## src/rtl/reglk_pkg.sv

```systemverilog
// Shared types, word-map offsets and the byte-enable merge helper for the register-lock bank.
package reglk_pkg;

    typedef enum logic [1:0] {
        OPEN     = 2'd0,
        LOCKED   = 2'd1,
        LOCKDOWN = 2'd2,
        LOCKOUT  = 2'd3
    } reglk_state_e;

    // Control words sit directly above the data registers.
    localparam int LOCK_IDX_OFS   = 0;
    localparam int STATUS_IDX_OFS = 1;

    // Widest bus the merge helper supports; callers zero-extend and truncate.
    localparam int MERGE_MAX_W  = 256;
    localparam int MERGE_BE_W   = MERGE_MAX_W / 8;

    function automatic logic [MERGE_MAX_W-1:0] be_merge(
        input logic [MERGE_MAX_W-1:0] old_w,
        input logic [MERGE_MAX_W-1:0] new_w,
        input logic [MERGE_BE_W-1:0]  be
    );
        logic [MERGE_MAX_W-1:0] res;
        res = old_w;
        for (int b = 0; b < MERGE_BE_W; b++) begin
            if (be[b]) res[b*8 +: 8] = new_w[b*8 +: 8];
        end
        return res;
    endfunction

endpackage

```

## src/rtl/reglk_sat_cnt.sv

```systemverilog
// Saturating up-counter; adds 0..3 per cycle and sticks at all-ones.
module reglk_sat_cnt #(
    parameter int W = 8
) (
    input  logic         clk_i,
    input  logic         rst_ni,
    input  logic [1:0]   inc_i,
    output logic [W-1:0] cnt_o
);

    logic [W-1:0] cnt_q;
    logic [W-1:0] cnt_d;
    logic [W:0]   sum;

    // NOTE: the spare top bit catches the wrap, so saturation is a single compare.
    assign sum   = {1'b0, cnt_q} + (W+1)'(inc_i);
    assign cnt_d = sum[W] ? '1 : sum[W-1:0];

    // NOTE: sequential state uses non-blocking assignment only; combinational logic uses blocking.
    always_ff @(posedge clk_i or negedge rst_ni) begin
        if (!rst_ni) cnt_q <= '0;
        else         cnt_q <= cnt_d;
    end

    assign cnt_o = cnt_q;

endmodule

```

## src/rtl/reglk_bank.sv

```systemverilog
// Register-lock bank: protected data words, W1S lock bits, sticky lockdown, violation counter.
// Optional keyed debug unlock with lockout is compiled in when REGLK_DBG_UNLOCK_EN is defined.
module reglk_bank
    import reglk_pkg::*;
#(
    parameter int                NUM_REGS       = 8,
    parameter int                DATA_W         = 32,
    parameter int                ADDR_W         = 8,
    parameter int                CNT_W          = 8,
    parameter int                LOCKOUT_CYCLES = 64,
    parameter logic [DATA_W-1:0] DBG_KEY        = DATA_W'(32'hC0DE_5EC1)
) (
    input  logic                         clk_i,
    input  logic                         rst_ni,
    input  logic                         req_i,
    input  logic                         we_i,
    input  logic [ADDR_W-1:0]            addr_i,
    input  logic [DATA_W-1:0]            wdata_i,
    input  logic [DATA_W/8-1:0]          be_i,
    output logic                         rvalid_o,
    output logic [DATA_W-1:0]            rdata_o,
    output logic                         err_o,
    output logic [NUM_REGS*DATA_W-1:0]   reg_q_o,
    output logic [NUM_REGS-1:0]          lock_o,
    output logic                         lockdown_o,
    output logic [CNT_W-1:0]             viol_cnt_o,
    input  logic                         dbg_unlock_req_i,
    input  logic [DATA_W-1:0]            dbg_key_i
);

    localparam int IDX_W = ADDR_W - 2;
    localparam logic [IDX_W-1:0] LOCK_IDX   = IDX_W'(NUM_REGS + LOCK_IDX_OFS);
    localparam logic [IDX_W-1:0] STATUS_IDX = IDX_W'(NUM_REGS + STATUS_IDX_OFS);

    logic [DATA_W-1:0]   regs_q [NUM_REGS];
    logic [DATA_W-1:0]   regs_d [NUM_REGS];
    logic [NUM_REGS-1:0] lock_q, lock_d, lock_set, wr_lock_bits;
    logic                lockdown_q, lockdown_d, lockdown_set;
    reglk_state_e        state_q, state_d;

    logic                rvalid_q;
    logic [DATA_W-1:0]   rdata_q, rdata_d;
    logic                err_q, err_d;

    logic [IDX_W-1:0]    widx;
    logic [NUM_REGS-1:0] hit_reg;
    logic                hit_lock, hit_status, mapped;
    logic [DATA_W-1:0]   status_word;
    logic                viol_bus;
    logic                dbg_clear, dbg_viol;
    logic [1:0]          viol_inc;
    logic [CNT_W-1:0]    viol_cnt;

    assign widx       = addr_i[ADDR_W-1:2];
    assign hit_lock   = (widx == LOCK_IDX);
    assign hit_status = (widx == STATUS_IDX);
    assign mapped     = (|hit_reg) | hit_lock | hit_status;

    always_comb begin
        hit_reg      = '0;
        wr_lock_bits = '0;
        for (int i = 0; i < NUM_REGS; i++) begin
            hit_reg[i]      = (widx == IDX_W'(i));
            wr_lock_bits[i] = wdata_i[i] & be_i[i/8];
        end
    end

    always_comb begin
        status_word                = '0;
        status_word[0]             = lockdown_q;
        status_word[CNT_W+7:8]     = viol_cnt;
    end

    // NOTE: every output of this block gets a default first, so no path can infer a latch.
    always_comb begin
        regs_d       = regs_q;
        lock_set     = '0;
        lockdown_set = 1'b0;
        viol_bus     = 1'b0;
        err_d        = 1'b0;
        rdata_d      = '0;
        if (req_i) begin
            if (!mapped) begin
                err_d = 1'b1;
            end else if (we_i) begin
                if (lockdown_q) begin
                    // Lockdown turns every mapped write into a violation, even no-op ones.
                    err_d    = 1'b1;
                    viol_bus = 1'b1;
                end else if (hit_lock) begin
                    lock_set = wr_lock_bits;
                end else if (hit_status) begin
                    lockdown_set = wdata_i[0] & be_i[0];
                end else begin
                    for (int i = 0; i < NUM_REGS; i++) begin
                        if (hit_reg[i]) begin
                            if (lock_q[i]) begin
                                err_d    = 1'b1;
                                viol_bus = 1'b1;
                            end else begin
                                regs_d[i] = DATA_W'(be_merge(MERGE_MAX_W'(regs_q[i]),
                                                             MERGE_MAX_W'(wdata_i),
                                                             MERGE_BE_W'(be_i)));
                            end
                        end
                    end
                end
            end else begin
                if (hit_lock) begin
                    rdata_d = DATA_W'(lock_q);
                end else if (hit_status) begin
                    rdata_d = status_word;
                end else begin
                    for (int i = 0; i < NUM_REGS; i++) begin
                        if (hit_reg[i]) rdata_d = regs_q[i];
                    end
                end
            end
        end
    end

    assign lockdown_d = lockdown_q | lockdown_set;
    // A bus set in the same cycle as a debug clear survives the clear.
    assign lock_d     = dbg_clear ? lock_set : (lock_q | lock_set);

`ifdef REGLK_DBG_UNLOCK_EN
    localparam int LO_W = $clog2(LOCKOUT_CYCLES + 1);

    logic            dbg_pend_q, dbg_match_q, dbg_accept, dbg_live, dbg_ready;
    logic [LO_W-1:0] lo_cnt_q, lo_cnt_d;
    logic            unused_ok;

    assign dbg_ready  = (state_q == OPEN) || (state_q == LOCKED);
    assign dbg_accept = dbg_unlock_req_i && dbg_ready && !dbg_pend_q;
    assign dbg_live   = dbg_pend_q && dbg_ready && !lockdown_d;
    assign dbg_clear  = dbg_live && dbg_match_q;
    assign dbg_viol   = dbg_live && !dbg_match_q;
    assign unused_ok  = ^addr_i[1:0];

    always_ff @(posedge clk_i or negedge rst_ni) begin
        if (!rst_ni) begin
            dbg_pend_q  <= 1'b0;
            dbg_match_q <= 1'b0;
            lo_cnt_q    <= '0;
        end else begin
            dbg_pend_q  <= dbg_accept;
            dbg_match_q <= (dbg_key_i == DBG_KEY);
            lo_cnt_q    <= lo_cnt_d;
        end
    end
`else
    logic unused_ok;

    assign dbg_clear = 1'b0;
    assign dbg_viol  = 1'b0;
    assign unused_ok = ^{addr_i[1:0], dbg_unlock_req_i, dbg_key_i, DBG_KEY}
                       ^ (LOCKOUT_CYCLES != 0);
`endif

    always_comb begin
        state_d  = state_q;
`ifdef REGLK_DBG_UNLOCK_EN
        lo_cnt_d = lo_cnt_q;
`endif
        case (state_q)
            OPEN, LOCKED: begin
                if (lockdown_d) begin
                    state_d = LOCKDOWN;
                end else if (dbg_viol) begin
                    state_d = LOCKOUT;
`ifdef REGLK_DBG_UNLOCK_EN
                    lo_cnt_d = LO_W'(LOCKOUT_CYCLES);
`endif
                end else begin
                    state_d = (|lock_d) ? LOCKED : OPEN;
                end
            end
            LOCKDOWN: state_d = LOCKDOWN;
            default: begin
`ifdef REGLK_DBG_UNLOCK_EN
                if (lockdown_d)             state_d = LOCKDOWN;
                else if (lo_cnt_q == '0)    state_d = (|lock_d) ? LOCKED : OPEN;
                else                        lo_cnt_d = lo_cnt_q - 1'b1;
`else
                state_d = lockdown_d ? LOCKDOWN : ((|lock_d) ? LOCKED : OPEN);
`endif
            end
        endcase
    end

    // NOTE: the data words are discrete flops rather than a RAM, so they reset with the rest.
    always_ff @(posedge clk_i or negedge rst_ni) begin
        if (!rst_ni) begin
            for (int i = 0; i < NUM_REGS; i++) regs_q[i] <= '0;
            lock_q     <= '0;
            lockdown_q <= 1'b0;
            state_q    <= OPEN;
            rvalid_q   <= 1'b0;
            rdata_q    <= '0;
            err_q      <= 1'b0;
        end else begin
            regs_q     <= regs_d;
            lock_q     <= lock_d;
            lockdown_q <= lockdown_d;
            state_q    <= state_d;
            rvalid_q   <= req_i;
            rdata_q    <= rdata_d;
            err_q      <= err_d;
        end
    end

    assign viol_inc = {1'b0, viol_bus} + {1'b0, dbg_viol};

    reglk_sat_cnt #(.W(CNT_W)) u_viol_cnt (
        .clk_i  (clk_i),
        .rst_ni (rst_ni),
        .inc_i  (viol_inc),
        .cnt_o  (viol_cnt)
    );

    always_comb begin
        reg_q_o = '0;
        for (int i = 0; i < NUM_REGS; i++) reg_q_o[i*DATA_W +: DATA_W] = regs_q[i];
    end

    assign lock_o     = lock_q | {NUM_REGS{lockdown_q}};
    assign lockdown_o = lockdown_q;
    assign viol_cnt_o = viol_cnt;
    assign rvalid_o   = rvalid_q;
    assign rdata_o    = rdata_q;
    assign err_o      = err_q;

endmodule

```

## config.mk

```make
export PLATFORM = sky130hd
export DESIGN_NAME = reglk_bank
export DESIGN_NICKNAME = d
export VERILOG_FILES = /design/src/rtl/reglk_pkg.sv /design/src/rtl/reglk_sat_cnt.sv /design/src/rtl/reglk_bank.sv
export SDC_FILE = /design/constraint.sdc
export NUM_CORES = 1
export LEC_CHECK = 0
export ABC_CLOCK_PERIOD_IN_PS = 5800
export BUFFER_PORTS_ARGS = -buffer_cell sky130_fd_sc_hd__buf_2
export CORE_MARGIN = 5
export CORE_UTILIZATION = 40
export CTS_CLUSTER_DIAMETER = 150
export DETAILED_ROUTE_END_ITERATION = 10
export HOLD_SLACK_MARGIN = 0.03
export MAX_ROUTING_LAYER = met4
export SLEW_MARGIN = 20
export SYNTH_ARGS = -nofsm -noshare
export SYNTH_HDL_FRONTEND = slang
export SYNTH_SLANG_ARGS = --single-unit
export TNS_END_PERCENT = 10
```

## constraint.sdc

```tcl
create_clock -name clk_i -period 5.8 [get_ports clk_i]
set_input_delay 1.16 -clock clk_i [delete_from_list [all_inputs] [get_ports clk_i]]
set_output_delay 1.16 -clock clk_i [all_outputs]
set_load 0.005 [all_outputs]
```

==> flow_metrics.py, run 1 <==
metrics = {
    "run_status": {
        "outcome": "finished, final reports clean",
    },
    "power_and_ir_drop": {
        "clkPwrFrac_pct": 48.0,
        "seq_power_share_pct": 45.7,
        "peakVddDrop_v": 0.000257,
        "power_frac_comb_pct": 6.3,
        "pwr_density_cell_nw_per_um2": 277,
        "internal_power_w": 0.00375,
        "power.switching_w": 0.00112,
        "p_total_w": 0.00487,
        "p_leak_nw": 9.29,
        "swShare_pct": 23.0,
    },
    "routing": {
        "drt_iter0_drc": 464,
        "drc_errors": 0,
        "postRouteAntennaNets": 0,
        "drt-pass1-iter-count": 5,
        "wire_per_inst_um": 24.8,
        "routed_wl_mm": 46.0,
        "vias": 10265,
        "viasPerCell": 5.53,
    },
    "sta": {
        "period_needed_ns": 3.60,
        "setup_viol": 0,
        "setup_ws_ns": 2.20,
        "fin_worst_skew_ns": 0.0270,
        "tns_ns": 0,
        "drv_slew": 0,
        "fmax_ghz": 0.277,
        "rsz0062_at_grt": "no",
        "worst_pin_slew_ns": 1.00,
        "hold_viol": 0,
        "slew_headroom_pct": 32.8,
        "fin_crit_sh_pct": 62.1,
    },
    "die": {
        "die_height_um": 197,
        "io_pins": 388,
        "start_util_pct": 40.5,
        "rows": 68,
        "core_area_um2": 34500,
        "die_area_um2": 38900,
        "die_w_um": 197,
    },
    "cells_and_area": {
        "nets": 1453,
        "fillers": 3167,
        "syn_to_final_growth_pct": 25.4,
        "drive_gt1_share_pct": 55.2,
    },
    "clock_network": {
        "cts_tree": "built",
        "cts_buffer_depth": 3,
        "cts_sinks": 307,
        "post-cts-setup-buffer-count": 0,
        "clk_pin_slew_ns": 0.06,
        "cts_buffers": 36,
        "root_buffer": "clkbuf_16",
        "cts_resized": 0,
        "htreeDepth": 2,
        "clock_latency_ns": 0.53,
        "hold_buffers": 0,
    },
    "synth": {
        "synth_ff_type": "dfrtp_1",
        "syn_area_per_cell_um2": 13.8,
        "synth-warning-count": 0,
        "synth-edff-count": 0,
        "netlist.area_leader.share_pct": 54.9,
        "synthDistinctLibCells": 59,
        "synthesis.nets": 1099,
        "yosysTopAreaCell": "dfrtp_1",
        "seq_area_frac_synth_pct": 54.9,
        "synth-seq-cells": 307,
        "synth_area_leaders": "dfrtp_1 (55%), mux2_2 (22%), mux4_2 (4.7%), nand2_1 (1.6%), o21ai_0 (1.1%)",
        "synthArstFlopShare_pct": 100,
        "syn_area_um2": 14000,
        "synthCells": 1016,
    },
    "placement": {
        "hpwl_mm": 31.1,
        "routabilityCongestion": 0.846,
        "preCtsSetupSlack_ns": 1.56,
        "io_buffers": 352,
    },
    "min_path": {
        "hold_path.class": "in -> async",
    },
    "global_routing": {
        "grt_usage_pct": 23.7,
        "grt_pass1_wl_mm": 68.6,
        "antenna_found_initial": 4,
        "grt_max_degree": 166,
        "grt_pass1_vias": 10769,
        "overflow": 0,
    },
    "setup_path": {
        "cpPeakStageDelay_ns": 0.79,
        "crit_required_ns": 6.19,
        "crit_arrival_ns": 3.99,
        "end_kind": "flip-flop",
        "crit_path_top_delay_cell": "nor4_1",
        "crit_family": "simple AND/OR/NAND/NOR gates",
        "critPathBufInv": 1,
        "worstPathCellList": "buf_4 > nand2_1 > nor4_1 > nand3_1 > mux2_2",
        "critPathMaxFanout": 54,
        "critPathLaunchType": "primary input",
        "worst-setup-path-type": "in -> reg",
    },
    "flow_run": {
        "drv_cap": 0,
    },
}
-- final cells by class --
| cell class | instances | area, µm² | area share (%) |
|---|---|---|---|
| flip-flops and latches | 307 | 7680 | 43.8 |
| multi-input cells | 649 | 6090 | 34.7 |
| repair buffers | 370 | 1940 | 11.0 |
| clock buffers | 55 | 1130 | 6.46 |
| well taps | 455 | 569 | 3.24 |
| clock inverters | 9 | 109 | 0.620 |
| inverters | 6 | 22.5 | 0.128 |
| diodes | 4 | 10.0 | 0.0570 |
-- state kept, by name, summed over array words and instances (netlist names) --
signal and cells:
rdata_o 32, err_o 1, rvalid_o 1, lock_q 8
lockdown_o 1, reg_q_o 256, u_viol_cnt.cnt_o 8
-- placed cells by master (no fill, tap or decap), drive strengths merged, types with 11 or more instances in the layout --
cell     count
or2         11
o2bb2ai     15
o21ai       32
buf        370
nor3        13
clkbuf      55
nor2        15
nand3       19
nor2b       12
nand2       64
a21oi       28
mux2i       14
mux2       282
o221ai      17
dfrtp      307
mux4        29
-- cell usage after synthesis (all sizes together), types with 3 or more instances --
cell type / number
nand2: 64
nand2b: 5
inv: 6
a32o: 8
nor4b: 6
buf: 22
o2bb2ai: 15
a21oi: 28
nor2b: 12
o21ai: 32
or3: 7
o22ai: 7
o221ai: 17
o211ai: 3
nand3: 19
mux4: 29
nor3: 13
dfrtp: 307
and3: 6
nor4: 5
nor2: 15
or2: 11
mux2: 282
a311oi: 6
a211oi: 10
clkbuf: 32
mux2i: 14
a21o: 8
-- metrics by stage --
| step | hold WS [ns] | instance area, µm² | instances | util (%) |
|---|---|---|---|---|
| after CTS | 0.458 | 17500 | 1851 | 50.8 |
| final | 0.470 | 17600 | 1855 | 50.8 |
| after detailed placement | 0.508 | 16300 | 1787 | 47.2 |
| after floorplan | 0.470 | 14000 | 1016 | - |
| after global placement | 0.501 | 16300 | 1787 | 47.2 |
| after global routing | 0.462 | 17600 | 1855 | 50.8 |
-- power groups by stage --
stage | Clock [W] | Sequential (W) | Combinational [W]
global placement | 0 | 0.00226 | 0.000310
detailed placement | 0 | 0.00226 | 0.000313
global route | 0.00248 | 0.00223 | 0.000340
floorplan | 0 | 0.00226 | 0.000134
CTS | 0.00239 | 0.00222 | 0.000314
finish | 0.00234 | 0.00222 | 0.000309
-- per-layer routing --
| metal | GRT usage [%] | part of all wire (%) | vias to the layer above | routed length (µm) |
|---|---|---|---|---|
| met1 | 31.2 | 43 | 5340 | 19600 |
| met2 | 36.6 | 48 | 326 | 21900 |
| met3 | 6.11 | 6.9 | 73 | 3180 |
| met5 | - | 0 | - | 0 |
| met4 | 6.86 | 2.9 | 0 | 1360 |
| li1 | - | - | 4526 | - |
-- worst paths after layout --
kind | startpoint | end | slack [ns] | cells after the start
max | addr_i[3] | reg_q_o[215] | 2.20 | 5
min | rst_ni | reg_q_o[219] | 0.47 | 1
max reg2reg | lock_q[0] | u_viol_cnt.cnt_o[2] | 2.99 | 8
min reg2reg | reg_q_o[57] | reg_q_o[57] | 0.52 | 1
max in group asynchronous | rst_ni | reg_q_o[175] | 4.09 | 2
min in group clk_i | reg_q_o[57] | reg_q_o[57] | 0.52 | 1
-- worst reg2reg max path, delay by kind of cell, from the launching register on --
kind,cells,cell delay (ns)
AOI/OAI and AO/OA,4,0.82
and+or+nand+nor,3,1.18
adders and majority gates,1,0.30
DFF,1,0.40
-- logic make-up after synthesis --
kind of cell	after synthesis	synth area share [%]
AO/OA/AOI/OAI	145	7.16
multiplexers	325	28.6
flip-flops	307	54.9
XOR/XNOR	2	0.125
adder cells (fa/ha/maj)	2	0.179
AND/OR/NAND/NOR	175	7.36
buffers and inverters	60	1.77
Power figures use the tool's default switching activity.
==> inputs of run 2 (changes only) <==
--- a/config.mk
+++ b/config.mk
@@ -5,7 +5,8 @@
 export SDC_FILE = /design/constraint.sdc
 export NUM_CORES = 1
 export LEC_CHECK = 0
-export ABC_CLOCK_PERIOD_IN_PS = 5800
+export ABC_AREA = 1
+export ABC_CLOCK_PERIOD_IN_PS = 3600
 export BUFFER_PORTS_ARGS = -buffer_cell sky130_fd_sc_hd__buf_2
 export CORE_MARGIN = 5
 export CORE_UTILIZATION = 40
==> constraint.sdc (replaced) <==
create_clock -name clk_i -period 3.6 [get_ports clk_i]
set_input_delay 0.72 -clock clk_i [delete_from_list [all_inputs] [get_ports clk_i]]
set_output_delay 0.72 -clock clk_i [all_outputs]
set_load 0.005 [all_outputs]
==> run 2 against run 1 <==
Effect of this change: clock skew shrank 0.016 ns; critical path depth grew 11; sequential power grew 58%; synthesized cell count grew 60%; utilization shrank 0.42 points.
==> flow_metrics.py, run 2 <==
metrics = {
    "run_status": {
        "outcome": "finished, final reports clean",
    },
    "cells_and_area": {
        "fillers": 3314,
        "nets": 2055,
        "layout.cells.most_common": "nand2_1",
        "syn_to_final_growth_pct": 24.8,
        "drive_gt1_share_pct": 24.1,
        "largest_register_ffs": 256,
        "final_cell_mix": "nand2_1 (435), buf_2 (351), dfrtp_1 (307)",
        "layout.cells.non_filler": 2454,
    },
    "power_and_ir_drop": {
        "p_leak_nw": 9.66,
        "power_frac_comb_pct": 4.2,
        "pwr_density_cell_nw_per_um2": 424,
        "peakVddDrop_v": 0.000302,
        "swShare_pct": 23.2,
        "clkPwrFrac_pct": 48.1,
        "internal_power_w": 0.00565,
        "power.switching_w": 0.00171,
        "seq_power_share_pct": 47.8,
    },
    "synth": {
        "synth-edff-count": 0,
        "syn_area_per_cell_um2": 8.56,
        "synth-warning-count": 0,
        "synthDistinctLibCells": 37,
        "seq_area_frac_synth_pct": 55.3,
        "synth_most_common_cell": "nand2_1",
        "yosysTopAreaCell": "dfrtp_1",
        "synth_compound_area_share_pct": 14.1,
        "muxShareOfSynthArea_pct": 3.11,
        "synth_top_family_by_area": "simple AND/OR/NAND/NOR gates",
        "synth_area_leaders": "dfrtp_1 (55%), nand2_1 (12%), o21ai_0 (10%), inv_1 (5.7%), mux2i_1 (3.0%)",
        "synth_xor_area_share_pct": 0.189,
        "synth_ff_type": "dfrtp_1",
        "synth_common_cells": "nand2_1 (435), dfrtp_1 (307), o21ai_0 (277)",
        "synth_fa_ha_area_share_pct": 0.180,
        "netlist.area_leader.share_pct": 55.3,
        "synthCells": 1622,
        "synthArstFlopShare_pct": 100,
        "syn_area_um2": 13900,
        "synthSimpleGateAreaFrac_pct": 19.1,
        "synthesis.nets": 1705,
        "synth-seq-cells": 307,
    },
    "clock_network": {
        "cts_tree": "built",
        "post-cts-setup-buffer-count": 0,
        "root_buffer": "clkbuf_16",
        "cts_sinks": 307,
        "hold_buffers": 0,
        "cts_buffers": 36,
        "clock_latency_ns": 0.51,
        "cts_resized": 0,
        "htreeDepth": 2,
        "cts_buffer_depth": 3,
        "clk_pin_slew_ns": 0.06,
    },
    "routing": {
        "postRouteAntennaNets": 0,
        "wire_per_inst_um": 20.3,
        "drt-pass1-iter-count": 6,
        "vias": 12688,
        "drt_iter0_drc": 848,
        "routed_wl_mm": 49.9,
        "drc_errors": 0,
        "viasPerCell": 5.17,
    },
    "global_routing": {
        "grt_usage_pct": 26.2,
        "grt_pass1_vias": 12299,
        "grt_max_degree": 94,
        "overflow": 0,
        "antenna_found_initial": 2,
        "grt_pass1_wl_mm": 76.6,
    },
    "placement": {
        "placed_cells": 2389,
        "routabilityCongestion": 0.873,
        "io_buffers": 352,
        "hpwl_mm": 36.1,
    },
    "die": {
        "core_area_um2": 34400,
        "die_area_um2": 38500,
        "start_util_pct": 40.4,
        "io_pins": 388,
        "die_height_um": 196,
        "rows": 68,
        "die_w_um": 196,
    },
    "setup_path": {
        "crit_arrival_ns": 3.39,
        "critPathMaxFanout": 9,
        "cp_common_cell": "nand3_1",
        "crit_required_ns": 3.98,
        "worstPathCellList": "buf_2 > nor2_4 > nand3_1 > inv_1 > nand2_1 > o22ai_1 > nor2_1 > nand3_1 > nand2_1 > inv_1 > ha_1 > nand3_1 > nor3_1 > nand3_1 > nand2_1 > nand3_1",
        "critPathLaunchType": "primary input",
        "end_kind": "flip-flop",
        "crit_path_top_delay_cell": "inv_1",
        "worst-setup-path-type": "in -> reg",
        "cpPeakStageDelay_ns": 0.33,
    },
    "sta": {
        "fin_worst_skew_ns": 0.0110,
        "fmax_ghz": 0.333,
        "setup_viol": 0,
        "fin_crit_sh_pct": 83.5,
        "rsz0062_at_grt": "no",
        "tns_ns": 0,
        "drv_slew": 0,
        "hold_viol": 0,
        "period_needed_ns": 3.01,
        "slew_headroom_pct": 47.7,
        "worst_pin_slew_ns": 0.781,
    },
    "min_path": {
        "hold_path.class": "in -> async",
    },
    "flow_run": {
        "drv_cap": 0,
    },
}
-- run 2: critical path: cells and delay by family --
kind	cells	cell delay, ns
simple gates	11	1.67
buf+inv	3	0.57
compound gates	1	0.21
fa+ha+maj	1	0.20
-- run 2: per-layer routing --
layer | up-vias | routed length (µm) | track usage [%]
li1 | 5969 | - | -
met1 | 6175 | 21600 | 35.8
met2 | 465 | 23300 | 40.5
met3 | 79 | 3870 | 5.48
met4 | 0 | 1070 | 5.97
met5 | - | 0 | -
-- run 2: area by class of cell --
type | count | area (µm²) | area share, %
inverters | 219 | 825 | 4.76
diodes | 3 | 7.51 | 0.0433
clock buffers | 50 | 1040 | 6.03
flip-flops and latches | 307 | 7680 | 44.3
well taps | 455 | 569 | 3.29
repair buffers | 378 | 1990 | 11.5
multi-input cells | 1030 | 5110 | 29.5
clock inverters | 12 | 93.8 | 0.542
-- run 2: path summary, 6_finish.rpt --
path	depth (start not counted)	slack (ns)	endpoint	startpoint
min in group clk_i	1	0.42	rvalid_o	req_i
max in group asynchronous	2	2.36	reg_q_o[73]	rst_ni
max reg2reg	10	1.27	u_viol_cnt.cnt_o[7]	lockdown_o
max	16	0.59	u_viol_cnt.cnt_o[7]	addr_i[5]
min reg2reg	2	0.50	reg_q_o[104]	reg_q_o[104]
min	1	0.22	rdata_o[22]	rst_ni
-- run 2: cells by family (layout without fill, tap and decap cells) --
| logic type | Yosys count | in the layout |
|---|---|---|
| DFF | 307 | 307 |
| buffers and inverters | 285 | 659 |
| AOI/OAI and AO/OA | 383 | 383 |
| other | 0 | 3 |
| and+or+nand+nor | 599 | 599 |
| xor gates and xnor gates | 3 | 3 |
| adders and majority gates | 2 | 2 |
| muxes | 43 | 43 |
-- run 2: power groups by stage --
stage / clock network [W] / logic [W] / registers, W
6_report: 0.00354 / 0.000306 / 0.00351
5_1_grt: 0.00375 / 0.000348 / 0.00351
4_1_cts: 0.00360 / 0.000313 / 0.00351
3_5_place_dp: 0 / 0.000313 / 0.00357
3_3_place_gp: 0 / 0.000309 / 0.00357
2_1_floorplan: 0 / 0.000105 / 0.00356
-- run 2: metrics by stage --
stage                     worst slack, ns  hold WS (ns)  cell area [µm²]  utilization, %  total power [W]
after floorplan                     0.847         0.424            13900               -          0.00367
after global placement              0.141         0.481            16200            47.1          0.00388
after detailed placement           0.0487         0.487            16200            47.1          0.00388
after CTS                           0.584         0.255            17300            50.4          0.00742
after global routing                0.298         0.281            17300            50.4          0.00761
final                               0.593         0.221            17300            50.4          0.00735
==> inputs of run 3 (changes only) <==
--- a/config.mk
+++ b/config.mk
@@ -5,8 +5,8 @@
 export SDC_FILE = /design/constraint.sdc
 export NUM_CORES = 1
 export LEC_CHECK = 0
-export ABC_AREA = 1
-export ABC_CLOCK_PERIOD_IN_PS = 3600
+export ABC_AREA = 0
+export ABC_CLOCK_PERIOD_IN_PS = 2900
 export BUFFER_PORTS_ARGS = -buffer_cell sky130_fd_sc_hd__buf_2
 export CORE_MARGIN = 5
 export CORE_UTILIZATION = 40
==> constraint.sdc (replaced) <==
create_clock -name clk_i -period 2.9 [get_ports clk_i]
set_input_delay 0.58 -clock clk_i [delete_from_list [all_inputs] [get_ports clk_i]]
set_output_delay 0.58 -clock clk_i [all_outputs]
set_load 0.005 [all_outputs]
==> run 3 against run 2 <==
Effect of this change: worst hold slack gained 0.030 ns; design area grew 3.6%; combinational power grew 110%; register-to-register slack lost 1.0 ns; critical path depth shrank 7; clock power grew 25%; routed wire length shrank 7.3%; sequential share of layout area shrank 1.5 points; first-iteration DRC count shrank 47%; global-route usage shrank 2.3 points.
==> flow_metrics.py, run 3 (synthesis gave the netlist of run 1 again) <==
metrics = {
    "run_status": {
        "outcome": "finished, final reports clean",
    },
    "setup_path": {
        "rr_worst_depth": 9,
        "startpoint": "lock_q[0]",
        "r2r-start": "lock_q[0]",
        "critPathLaunchType": "flip-flop",
        "crit_end": "u_viol_cnt.cnt_o[2]",
        "rrSetupSlack_ns": 0.25,
        "end_kind": "flip-flop",
        "cp_common_cell": "o21ai_0",
        "crit_required_ns": 3.32,
        "reg2reg_to": "u_viol_cnt.cnt_o[2]",
        "worstPathCellList": "or4b_2 > o21ai_0 > a211oi_1 > a21boi_1 > buf_4 > ha_1 > nand3_1 > or3_1 > o21ai_0",
        "crit_path_top_delay_cell": "or4b_2",
        "worst-setup-path-type": "reg -> reg",
        "crit_family": "simple AND/OR/NAND/NOR gates",
        "cpPeakStageDelay_ns": 0.60,
        "crit_arrival_ns": 3.07,
        "cp.depth": 9,
        "critPathBufInv": 1,
        "critPathMaxFanout": 5,
    },
    "die": {
        "start_util_pct": 40.5,
        "rows": 68,
        "core_area_um2": 34500,
        "die_w_um": 197,
        "die_height_um": 197,
        "io_pins": 388,
        "die_area_um2": 38900,
    },
    "clock_network": {
        "htreeDepth": 2,
        "root_buffer": "clkbuf_16",
        "post-cts-setup-buffer-count": 0,
        "cts_sinks": 307,
        "clk_pin_slew_ns": 0.06,
        "clock_latency_ns": 0.51,
        "cts_buffers": 36,
        "cts_tree": "built",
        "cts_buffer_depth": 3,
    },
    "cells_and_area": {
        "layout.cells.non_filler": 1907,
        "largest_register_ffs": 256,
        "drive_gt1_share_pct": 56.5,
        "final_cell_mix": "buf_2 (349), dfrtp_1 (307), mux2_2 (271)",
        "layout.cells.most_common": "buf_2",
        "nets": 1507,
        "syn_to_final_growth_pct": 28.2,
    },
    "sta": {
        "fin_worst_skew_ns": 0.0166,
        "hold_viol": 0,
        "drv_slew": 0,
        "fin_crit_sh_pct": 91.2,
        "setup_ws_ns": 0.254,
        "fmax_ghz": 0.378,
        "tns_ns": 0,
        "period_needed_ns": 2.65,
        "rsz0062_at_grt": "no",
        "worst_pin_slew_ns": 0.835,
        "slew_headroom_pct": 44.3,
        "setup_viol": 0,
    },
    "global_routing": {
        "overflow": 0,
        "antenna_found_initial": 5,
        "grt_pass1_vias": 10882,
        "grt_max_degree": 94,
        "grt_usage_pct": 23.9,
        "grt_pass1_wl_mm": 69.4,
    },
    "placement": {
        "routabilityCongestion": 0.863,
        "io_buffers": 352,
        "placed_cells": 1840,
        "preCtsSetupSlack_ns": -0.148,
        "hpwl_mm": 32.1,
    },
    "routing": {
        "drt_iter0_drc": 453,
        "drc_errors": 0,
        "postRouteAntennaNets": 0,
        "wire_per_inst_um": 24.3,
        "vias": 10463,
        "viasPerCell": 5.49,
        "routed_wl_mm": 46.3,
        "drt-pass1-iter-count": 4,
    },
    "power_and_ir_drop": {
        "pwr_density_cell_nw_per_um2": 530,
        "p_total_w": 0.00951,
        "peakVddDrop_v": 0.000328,
        "p_leak_nw": 9.52,
    },
    "flow_run": {
        "drv_cap": 0,
    },
    "min_path": {
        "hold_path.class": "in -> reg",
    },
}
==> run 3: cell types whose count changed in the layout (fill, tap and decap cells not counted), moves of 28 or more <==
cell	before	now
nand2_1	435	60
mux2_2	1	271
o21ai_0	277	32
inv_1	211	6
nand4_1	42	0
buf_4	24	65
o21ai_1	34	0
nor2_1	47	15
mux4_2	0	29
mux2i_1	42	14
==> run 3: layout make-up <==
class	count	area (µm²)
antenna	5	12.5
clock buffer	56	1110
clock inverter	5	53.8
fill	3122	16600
inverter	6	22.5
multi-input combinational	649	6090
sequential	307	7680
tap	455	569
timing repair buffer	424	2420
==> run 3: what timing repair did <==
action	4_1_cts	5_1_grt
hold buffers	1	0
hold endpoints to repair	47	0
resized for setup	0	1
setup endpoints to repair	0	2
==> run 3: metal layers <==
layer / track usage, % / up-vias / part of all wire, %
li1: - / 4635 / -
met2: 37.6 / 320 / 48
met5: - / - / 0
met3: 5.24 / 83 / 6.3
met1: 31.1 / 5425 / 42
met4: 7.50 / 0 / 3.2
==> run 3: through the flow <==
step	hold WS [ns]	utilization, %	instance area [µm²]
2_1_floorplan	0.284	-	14000
3_3_place_gp	0.503	48.6	16800
3_5_place_dp	0.511	48.6	16800
4_1_cts	0.241	51.9	17900
5_1_grt	0.244	52.0	18000
6_report	0.252	52.0	18000
==> run 3: worst min-delay path by stage <==
stage / endpoint / slack [ns] / depth (start not counted) / startpoint
2_1_floorplan: err_o / 0.28 / 0 / rst_ni
3_3_place_gp: reg_q_o[133] / 0.50 / 1 / reg_q_o[133]
3_5_place_dp: reg_q_o[130] / 0.51 / 1 / reg_q_o[130]
4_1_cts: rvalid_o / 0.24 / 1 / req_i
5_1_grt: rvalid_o / 0.24 / 1 / req_i
6_report: rvalid_o / 0.25 / 1 / req_i
==> run 3: where the power goes <==
group | internal, W | switching [W] | total (W)
clock network | 0.00270 | 0.00173 | 0.00443
logic | 0.000258 | 0.000377 | 0.000636
registers | 0.00437 | 0.0000701 | 0.00444
total | 0.00733 | 0.00218 | 0.00951
